## config.mk

```make
export PLATFORM = sky130hd
export DESIGN_NAME = mc_core
export DESIGN_NICKNAME = d
export VERILOG_FILES = /design/src/rtl/mc_pkg.sv /design/src/rtl/mc_regfile.sv /design/src/rtl/mc_core.sv
export SDC_FILE = /design/constraint.sdc
export NUM_CORES = 1
export LEC_CHECK = 0
export ABC_AREA = 0
export BUFFER_PORTS_ARGS = -buffer_cell sky130_fd_sc_hd__buf_4
export CAP_MARGIN = 40
export CORE_MARGIN = 2
export CORE_UTILIZATION = 30
export DETAILED_ROUTE_END_ITERATION = 6
export HOLD_SLACK_MARGIN = 0.08
export SLEW_MARGIN = 20
export SYNTH_ARGS = -nofsm -noshare
export SYNTH_HDL_FRONTEND = slang
export SYNTH_SLANG_ARGS = --single-unit
```

## constraint.sdc

```tcl
create_clock -name clk -period 14 [get_ports clk]
set_input_delay 2.8 -clock clk [delete_from_list [all_inputs] [get_ports clk]]
set_output_delay 2.8 -clock clk [all_outputs]
set_load 0.05 [all_outputs]
```

## src/rtl/mc_pkg.sv

```systemverilog
// Shared definitions for the mc_core microcontroller: FSM states, opcodes
// and instruction field positions.
package mc_pkg;

    typedef enum logic [2:0] {
        ST_FETCH,
        ST_DECODE,
        ST_EXEC,
        ST_MEM,
        ST_HALT
    } state_t;

    localparam logic [3:0] OP_HALT = 4'h0;
    localparam logic [3:0] OP_ADD  = 4'h1;
    localparam logic [3:0] OP_ADDI = 4'h2;
    localparam logic [3:0] OP_MUL  = 4'h3;
    localparam logic [3:0] OP_AND  = 4'h4;
    localparam logic [3:0] OP_OR   = 4'h5;
    localparam logic [3:0] OP_SUB  = 4'h6;
    localparam logic [3:0] OP_JAL  = 4'h7;
    localparam logic [3:0] OP_BEQ  = 4'h8;
    localparam logic [3:0] OP_MOV  = 4'h9;
    localparam logic [3:0] OP_JMP  = 4'hA;
    localparam logic [3:0] OP_LI   = 4'hB;
    localparam logic [3:0] OP_LW   = 4'hC;
    localparam logic [3:0] OP_SW   = 4'hD;
    localparam logic [3:0] OP_SLT  = 4'hE;
    localparam logic [3:0] OP_SGT  = 4'hF;

    localparam int unsigned OP_MSB = 15;
    localparam int unsigned OP_LSB = 12;
    localparam int unsigned RD_MSB = 11;
    localparam int unsigned RD_LSB = 8;
    localparam int unsigned RS_MSB = 7;
    localparam int unsigned RS_LSB = 4;
    localparam int unsigned RT_MSB = 3;
    localparam int unsigned RT_LSB = 0;

    // JAL always links into the top architectural register
    localparam logic [3:0] LINK_REG = 4'hF;

    // BEQ compares rd against rs and SW stores rd, so the second read
    // port fetches rd instead of rt for these two opcodes
    function automatic logic uses_rd_operand(input logic [3:0] op);
        return (op == OP_BEQ) || (op == OP_SW);
    endfunction

endpackage

```

## src/rtl/mc_regfile.sv

```systemverilog
// Register file: three combinational read ports, one synchronous write port.
// R0 and any index at or above NREGS read as zero and ignore writes.
module mc_regfile #(
    parameter int DATA_W = 16,
    parameter int NREGS  = 16
) (
    input  logic              clk,
    input  logic              rst,
    input  logic [3:0]        ra_addr_i,
    output logic [DATA_W-1:0] ra_data_o,
    input  logic [3:0]        rb_addr_i,
    output logic [DATA_W-1:0] rb_data_o,
    input  logic [3:0]        rc_addr_i,
    output logic [DATA_W-1:0] rc_data_o,
    input  logic              we_i,
    input  logic [3:0]        waddr_i,
    input  logic [DATA_W-1:0] wdata_i
);

    // Full 16-entry array; unimplemented entries are never written and stay zero
    logic [DATA_W-1:0] regs_q [16];

    assign ra_data_o = (int'(ra_addr_i) < NREGS) ? regs_q[ra_addr_i] : '0;
    assign rb_data_o = (int'(rb_addr_i) < NREGS) ? regs_q[rb_addr_i] : '0;
    assign rc_data_o = (int'(rc_addr_i) < NREGS) ? regs_q[rc_addr_i] : '0;

    // Async clear on reset; gated write keeps R0 and unimplemented entries at zero
    always_ff @(posedge clk or posedge rst) begin
        if (rst) begin
            for (int unsigned i = 0; i < 16; i++) begin
                regs_q[i] <= '0;
            end
        end else if (we_i && (waddr_i != 4'd0) && (int'(waddr_i) < NREGS)) begin
            regs_q[waddr_i] <= wdata_i;
        end
    end

endmodule

```

## src/rtl/mc_core.sv

```systemverilog
// Multi-cycle 16-bit-instruction microcontroller core:
// FETCH -> DECODE -> EXEC (-> MEM) -> FETCH, HALT on opcode 0000.
module mc_core
    import mc_pkg::*;
#(
    parameter int DATA_W = 16,
    parameter int PC_W   = 6,
    parameter int ADDR_W = 8,
    parameter int NREGS  = 16
) (
    input  logic              clk,
    input  logic              rst,
    output logic              imem_req,
    output logic [PC_W-1:0]   imem_addr,
    input  logic              imem_ack,
    input  logic [15:0]       imem_rdata,
    output logic              dmem_req,
    output logic              dmem_we,
    output logic [ADDR_W-1:0] dmem_addr,
    output logic [DATA_W-1:0] dmem_wdata,
    input  logic              dmem_ack,
    input  logic [DATA_W-1:0] dmem_rdata,
    output logic [PC_W-1:0]   pc,
    output logic              retire,
    output logic              halted,
    input  logic [3:0]        dbg_raddr,
    output logic [DATA_W-1:0] dbg_rdata
);

    state_t            state_q;
    logic [PC_W-1:0]   pc_q;
    logic [15:0]       instr_q;
    logic [DATA_W-1:0] opa_q;
    logic [DATA_W-1:0] opb_q;
    logic              imem_req_q;
    logic              dmem_req_q;
    logic              dmem_we_q;
    logic [ADDR_W-1:0] dmem_addr_q;
    logic [DATA_W-1:0] dmem_wdata_q;
    logic              retire_q;
    logic              halted_q;

    logic [3:0]        op, rd_idx, rs_idx, rt_idx;
    logic [DATA_W-1:0] imm4_sx, imm8_zx;
    logic [PC_W-1:0]   tgt, pc_plus1, pc_branch;
    logic [ADDR_W-1:0] mem_addr;
    logic [DATA_W-1:0] rf_ra_data, rf_rb_data;
    logic [3:0]        rf_rb_addr;
    logic [DATA_W-1:0] alu_res;
    logic              alu_wb;
    logic              rf_we;
    logic [3:0]        rf_waddr;
    logic [DATA_W-1:0] rf_wdata;

    assign op       = instr_q[OP_MSB:OP_LSB];
    assign rd_idx   = instr_q[RD_MSB:RD_LSB];
    assign rs_idx   = instr_q[RS_MSB:RS_LSB];
    assign rt_idx   = instr_q[RT_MSB:RT_LSB];
    assign imm4_sx  = {{(DATA_W-4){instr_q[RT_MSB]}}, instr_q[RT_MSB:RT_LSB]};
    assign imm8_zx  = {{(DATA_W-8){1'b0}}, instr_q[7:0]};
    assign tgt      = instr_q[PC_W-1:0];
    assign pc_plus1  = pc_q + PC_W'(1);
    assign pc_branch = pc_plus1 + imm4_sx[PC_W-1:0];
    assign mem_addr  = ADDR_W'(opa_q + imm4_sx);
    assign rf_rb_addr = uses_rd_operand(op) ? rd_idx : rt_idx;

    assign imem_req   = imem_req_q;
    assign imem_addr  = pc_q;
    assign pc         = pc_q;
    assign dmem_req   = dmem_req_q;
    assign dmem_we    = dmem_we_q;
    assign dmem_addr  = dmem_addr_q;
    assign dmem_wdata = dmem_wdata_q;
    assign retire     = retire_q;
    assign halted     = halted_q;

    mc_regfile #(
        .DATA_W (DATA_W),
        .NREGS  (NREGS)
    ) u_regfile (
        .clk       (clk),
        .rst       (rst),
        .ra_addr_i (rs_idx),
        .ra_data_o (rf_ra_data),
        .rb_addr_i (rf_rb_addr),
        .rb_data_o (rf_rb_data),
        .rc_addr_i (dbg_raddr),
        .rc_data_o (dbg_rdata),
        .we_i      (rf_we),
        .waddr_i   (rf_waddr),
        .wdata_i   (rf_wdata)
    );

    // Result of register-writing ops from the operands latched in DECODE
    always_comb begin
        alu_res = '0;
        alu_wb  = 1'b0;
        case (op)
            OP_ADD:  begin alu_res = opa_q + opb_q;   alu_wb = 1'b1; end
            OP_ADDI: begin alu_res = opa_q + imm4_sx; alu_wb = 1'b1; end
            OP_MUL:  begin alu_res = opa_q * opb_q;   alu_wb = 1'b1; end
            OP_AND:  begin alu_res = opa_q & opb_q;   alu_wb = 1'b1; end
            OP_OR:   begin alu_res = opa_q | opb_q;   alu_wb = 1'b1; end
            OP_SUB:  begin alu_res = opa_q - opb_q;   alu_wb = 1'b1; end
            OP_MOV:  begin alu_res = opa_q;           alu_wb = 1'b1; end
            OP_LI:   begin alu_res = imm8_zx;         alu_wb = 1'b1; end
            OP_JAL:  begin alu_res = DATA_W'(pc_plus1); alu_wb = 1'b1; end
            OP_SLT: begin
                alu_res = {{(DATA_W-1){1'b0}}, ($signed(opa_q) < $signed(opb_q))};
                alu_wb  = 1'b1;
            end
            OP_SGT: begin
                alu_res = {{(DATA_W-1){1'b0}}, ($signed(opa_q) > $signed(opb_q))};
                alu_wb  = 1'b1;
            end
            default: begin alu_res = '0; alu_wb = 1'b0; end
        endcase
    end

    // Register write port: ALU results on the EXEC edge, load data on the MEM ack edge
    always_comb begin
        rf_we    = 1'b0;
        rf_waddr = rd_idx;
        rf_wdata = alu_res;
        if (state_q == ST_EXEC && alu_wb) begin
            rf_we = 1'b1;
            if (op == OP_JAL) begin
                rf_waddr = LINK_REG;
            end
        end else if (state_q == ST_MEM && dmem_ack && op == OP_LW) begin
            rf_we    = 1'b1;
            rf_wdata = dmem_rdata;
        end
    end

    // Control FSM with registered bus requests, pc update and retire pulse.
    // imem_req is raised on the edge that leaves EXEC/MEM so a zero-wait
    // fetch completes in the first FETCH cycle (3-cycle ALU instructions).
    always_ff @(posedge clk or posedge rst) begin
        if (rst) begin
            state_q      <= ST_FETCH;
            pc_q         <= '0;
            instr_q      <= '0;
            opa_q        <= '0;
            opb_q        <= '0;
            imem_req_q   <= 1'b0;
            dmem_req_q   <= 1'b0;
            dmem_we_q    <= 1'b0;
            dmem_addr_q  <= '0;
            dmem_wdata_q <= '0;
            retire_q     <= 1'b0;
            halted_q     <= 1'b0;
        end else begin
            retire_q <= 1'b0;
            case (state_q)
                ST_FETCH: begin
                    if (!imem_req_q) begin
                        imem_req_q <= 1'b1;
                    end else if (imem_ack) begin
                        instr_q    <= imem_rdata;
                        imem_req_q <= 1'b0;
                        state_q    <= ST_DECODE;
                    end
                end
                ST_DECODE: begin
                    opa_q   <= rf_ra_data;
                    opb_q   <= rf_rb_data;
                    state_q <= ST_EXEC;
                end
                ST_EXEC: begin
                    if (op == OP_HALT) begin
                        halted_q <= 1'b1;
                        state_q  <= ST_HALT;
                    end else if (op == OP_LW || op == OP_SW) begin
                        dmem_req_q   <= 1'b1;
                        dmem_we_q    <= (op == OP_SW);
                        dmem_addr_q  <= mem_addr;
                        dmem_wdata_q <= opb_q;
                        state_q      <= ST_MEM;
                    end else begin
                        if (op == OP_JAL || op == OP_JMP) begin
                            pc_q <= tgt;
                        end else if (op == OP_BEQ && opb_q == opa_q) begin
                            pc_q <= pc_branch;
                        end else begin
                            pc_q <= pc_plus1;
                        end
                        retire_q   <= 1'b1;
                        imem_req_q <= 1'b1;
                        state_q    <= ST_FETCH;
                    end
                end
                ST_MEM: begin
                    if (dmem_ack) begin
                        dmem_req_q <= 1'b0;
                        dmem_we_q  <= 1'b0;
                        pc_q       <= pc_plus1;
                        retire_q   <= 1'b1;
                        imem_req_q <= 1'b1;
                        state_q    <= ST_FETCH;
                    end
                end
                ST_HALT: begin
                    state_q <= ST_HALT;
                end
                default: begin
                    state_q <= ST_FETCH;
                end
            endcase
        end
    end

endmodule

```

### Word-level counts from Yosys, hierarchy flattened

Index checks and enable logic that the tools add are counted.

| storage, ports and cells | value |
|---|---|
| flip-flop bits (word level) | 342 |
| input bits | 40 |
| output and inout port bits | 57 |
| logic and storage cells | 146 |

| cells by class | value |
|---|---|
| $add $sub $neg | 5 |
| multiply operators | 1 |
| $lt $le $gt $ge | 7 |
| equality and inequality tests | 26 |
| mux-type cells | 50 |
| bitwise gates (word level) | 7 |
| reductions and logical operators | 22 |

Operator list:

| kind | count |
|---|---|
| 256-bit bitwise mux | 1 |
| 16-bit binary-select mux with 4-bit select | 3 |
| 16-bit case mux with 11 select lines | 1 |
| 16-bit two-way mux | 9 |
| 16-bit demux with 4-bit select | 1 |
| 16-bit adder | 2 |
| 4-bit equality test, second input constant | 8 |
| 6-bit two-way mux | 5 |
| 5-bit greater-or-equal comparator, second input constant | 4 |
| 4-bit inverter with 5-bit output | 4 |
| 16-bit AND | 1 |
| 16-bit equality test | 1 |
| 4-bit by 3-bit equality test with 1-bit output, second input constant | 4 |
| 16-bit > comparator | 1 |
| 16-bit < comparator | 1 |
| 16-bit by 16-bit multiplier with 16-bit output | 1 |
| 1-bit two-way mux | 16 |
| 16-bit OR | 1 |
| 16-bit subtractor | 1 |
| 3-bit case mux with 5 select lines | 1 |
| 3-bit two-way mux | 4 |
| 4-bit two-way mux | 3 |
| 6-bit case mux with 2 select lines | 1 |
| 4-bit AND reduction | 3 |
| 24 further kinds | 41 |

### Longest topological paths before layout

| logic depth | value |
|---|---|
| depth in word-level cells | 11 |
| mapped depth | 23 |
| mapped depth without buffers | 21 |

### By module

From an unflattened synthesis, not the netlist that was laid out.

| unflattened totals | value |
|---|---|
| cells, all modules | 2278 |
| area total of the unflattened synthesis | 25719.7 um^2 |

By module, submodules not included:

| module | instances | cells an instance | area an instance (um^2) | seq. area each (um^2) |
|---|---|---|---|---|
| mc_regfile | 1 | 983 | 15063.2 | 6406.1 |
| mc_core | 1 | 1295 | 10656.5 | 2152.1 |

### Worst setup path after synthesis

OpenSTA, ideal clock, no wires.

| timing | value |
|---|---|
| kind | input-to-output |
| from | input dbg_raddr[0] |
| to | output dbg_rdata[0] |
| data arrival time | 4.908 ns |
| path slack | 6.292 ns |
| cell stages on the path | 4 |
| buffers on the path | 2 |
| cell sequence | clkbuf_1 -> buf_1 -> mux4_2 -> mux4_2 |

| on the way | value |
|---|---|
| word-level cells in the longest chain between the ends | 4 |

RTL lines:

| item | line | source |
|---|---|---|
| start, declared | mc_core.sv:26 | `input logic [3:0] dbg_raddr,` |
| 4-bit inverter with 5-bit output (not written as such) | mc_regfile.sv:25 | `assign rc_data_o = (int'(rc_addr_i) < NREGS) ? regs_q[rc_addr_i] : '0;` |
| 16-bit binary-select mux with 4-bit select | mc_regfile.sv:25 |  |
| 16-bit two-way mux (not written as such) (2 in series) | mc_regfile.sv:25 |  |
| end, declared | mc_core.sv:27 | `output logic [DATA_W-1:0] dbg_rdata` |

Every way passes these cells. The select of a mux whose other input is x is not followed.

### Worst setup path in the final report

| timing | value |
|---|---|
| from | input dbg_raddr[0] |
| to | output dbg_rdata[9] |

Same word-level chain as after synthesis.

==> run metrics <==
Initial DRC Count 2,392; GRT Resource Usage Total 19.88%; Syn Nets 2,795; global-route wire length before repair 134.4 mm; Die Span X 298.5 um; VDD IR max 0.07584 mV; Num CTS Buffers 39; Req. time, crit path 11,200 ps; num rows 108; headroom to the max-slew limit 36.59%; initial antenna violation count 1; CTS root buf clkbuf_16; Seq cells post-synth 342; Syn Inst Count 2,553; Worst setup EP type primary output; via density per instance 5.595; sw power 0.4912 mW; WP buf/inv 4; part of the power in registers 46.7%; clock group share of total power 50.6%; max cap viols 0; CP delay by family, top buffers and inverters; status finished, violations left; grt total ovfl 0; proportion of layout cells with a drive suffix above 1 20.22%; HPWL Detailed 62.50 mm; most frequent cells in the layout dfrtp_1 (340), nand2_1 (289), nor2_1 (263); RR Startpoint opb_q[1]$_DFFE_PP0P_; WL/cell 23.62 um; clock buffer depth 3; Vias 20,959; worst slew pin tran 951.2 ps; combinational power share 2.7%; Netlist cell types 83; DIE HEIGHT 298.5 um; Placer Congestion 0.9765; Post-synth ARST share 100.0%; HP Start u_regfile.regs_q[254]$_DFFE_PP0P_; setup tns final 0 ps; CP max FO 25; Seq/Total Area, Yosys 32.89%; worst r2r path cells 20; Worst path slowest cell mux4_2; Post-synth EDFFs 0; Fin. Hold Viols 0; PwrDens 71.65 nW/um^2; Routed Antenna Nets 0; RR Endpoint u_regfile.regs_q[203]$_DFFE_PP0P_; H-tree depth 2; initial core utilization 30.13%; Core Area 86,350 sq um; mean post-synth cell area 10.19 sq um; Layout Area Growth over Synthesis 13.54%; Internal 1.625 mW; synthesized cell area 26,020 sq um; Util after Layout 34.21%; Synth Warn # 0; largest net degree at the start of global routing 165; post-CTS sizing 0; antenna diode count 0; f_max 124.7 MHz; total power 2.117 mW; # IOs 97; hold path depth 0; switch share 23.21%; Fin Clk Skew 39.30 ps; first drt pass iteration count 7; Layout Nets 2,806; Pleak 12.39 nW; DRC Markers 3; crit start category input pin; setup-violating endpoint count in the final report 0; Worst Hold End u_regfile.regs_q[254]$_DFFE_PP0P_; clock sink count 342; vias in the first global route 20,605; CTS tree yes; Crit path top cell by count buf_4; most common cell after layout, fill and taps aside dfrtp_1; Filler Cell Count 8,631; failing checks DRC; worst hold slack 424.2 ps; crit-path max cell delay 540 ps; Final Critical Period 8017 ps; Worst R2R Setup Slack 6760 ps; worst min path class reg2reg; routed wire length 88.47 mm; Post-CTS Hold Buffers 0; RSZ-0062 raised after global routing no; Cell Chain, Critical Path buf_4 -> buf_4 -> buf_12 -> mux4_2 -> mux4_2 -> buf_4; # port buffers 96; Top FF cell, synth dfrtp_1; critical path class in2out; die area 89,100 sq um; Worst EP arrival 5220 ps; worst skew pair latency 600 ps; CTS clk-pin slew, worst paths 60 ps; Slew Limit Fails 0; postcts setup bufs 0; final worst path period share 57.27%
-- layout make-up --
type | instances | area (sq um) | share of cell area [%]
Sequential cell | 342 | 8566 | 28.99
Clock buffer | 56 | 1120 | 3.791
Clock inverter | 12 | 197.7 | 0.6692
Multi-Input combinational cell | 1834 | 16020 | 54.24
Inverter | 176 | 668.1 | 2.262
Timing Repair Buffer | 171 | 1523 | 5.154
Tap cell | 1155 | 1445 | 4.892
-- cell families after synthesis --
logic type      count (synthesis)  synth area share (%)
simple gates                  696                 11.48
mux                           285                 21.98
buf+inv                       377                 5.891
fa+ha+maj                     202                 12.14
compound gates                590                 13.52
xor+xnor                       61                 2.106
flops                         342                 32.89
-- Yosys cell counts, drive strengths merged (4+ instances only) --
master,count,area [sq um]
o21bai,11,82.58
mux2,37,416.7
o22ai,10,62.56
a31oi,64,400.4
inv,169,634.4
a21o,17,127.6
dfrtp,342,8558
mux4,224,5045
nor2,267,1010
a211oi,11,82.58
clkinv,7,26.28
o211ai,15,112.6
clkbuf,131,491.7
xnor2,38,332.8
o31ai,8,60.06
nor3b,5,48.80
nand2,289,1085
or3,11,68.82
mux2i,24,256.5
o21ai,196,980.9
a2bb2oi,4,35.03
a22oi,7,52.55
nor3,27,135.1
nand3,26,130.1
o21a,9,67.56
a21oi,180,900.9
nor4,7,65.06
xor2,22,192.7
and2,10,62.56
a221o,4,40.04
o221ai,5,43.79
nand2b,12,75.07
and3,10,62.56
nor2b,15,93.84
buf,70,380.4
ha,118,1476
fa,84,1682
a221oi,15,150.1
-- metrics by stage --
step / instance area, sq um / instances / worst slack (ps)
after global placement: 27760 / 3648 / 5791
after detailed placement: 28150 / 3675 / 5901
final: 29540 / 3746 / 5983
after CTS: 29470 / 3743 / 5907
after floorplan: 26020 / 2553 / 1720
after global routing: 29540 / 3746 / 5795
-- power by group through the flow --
stage	clock network, mW	logic, mW	registers, mW
after floorplan	0	0.0329	1.01
after global placement	0	0.0566	1.01
after detailed placement	0	0.0591	1.01
after CTS	1.09	0.0590	0.988
after global routing	1.13	0.0643	0.988
final	1.07	0.0579	0.988
-- worst max path at each step --
| stage | startpoint | end | slack, ps | cells after the start |
|---|---|---|---|---|
| floorplan | rst | dmem_addr[0]$_DFFE_PP0P_ | 1720 | 1 |
| global placement | dbg_raddr[0] | dbg_rdata[13] | 5790 | 5 |
| detailed placement | dbg_raddr[0] | dbg_rdata[9] | 5900 | 6 |
| CTS | dbg_raddr[0] | dbg_rdata[9] | 5910 | 6 |
| global route | dbg_raddr[0] | dbg_rdata[9] | 5800 | 6 |
| finish | dbg_raddr[0] | dbg_rdata[9] | 5980 | 6 |
-- state kept, by name (all words and copies together) (netlist names) --
| name | count |
|---|---|
| halted | 1 |
| imem_req | 1 |
| opa_q | 16 |
| instr_q | 16 |
| state_q | 3 |
| dmem_we | 1 |
| u_regfile.regs_q | 256 |
| dmem_req | 1 |
| opb_q | 16 |
| dmem_addr | 8 |
| imem_addr | 6 |
| retire | 1 |
| dmem_wdata | 16 |
-- metal layers --
metal | vias to the layer above | share of wire, % | track usage (%)
li1 | 9180 | - | -
met1 | 10556 | 41 | 27.35
met2 | 1046 | 45 | 30.84
met3 | 177 | 9.7 | 4.558
met4 | 0 | 3.7 | 6.844
met5 | - | 0 | 0
No activity file was read; power rests on OpenSTA's default activity.
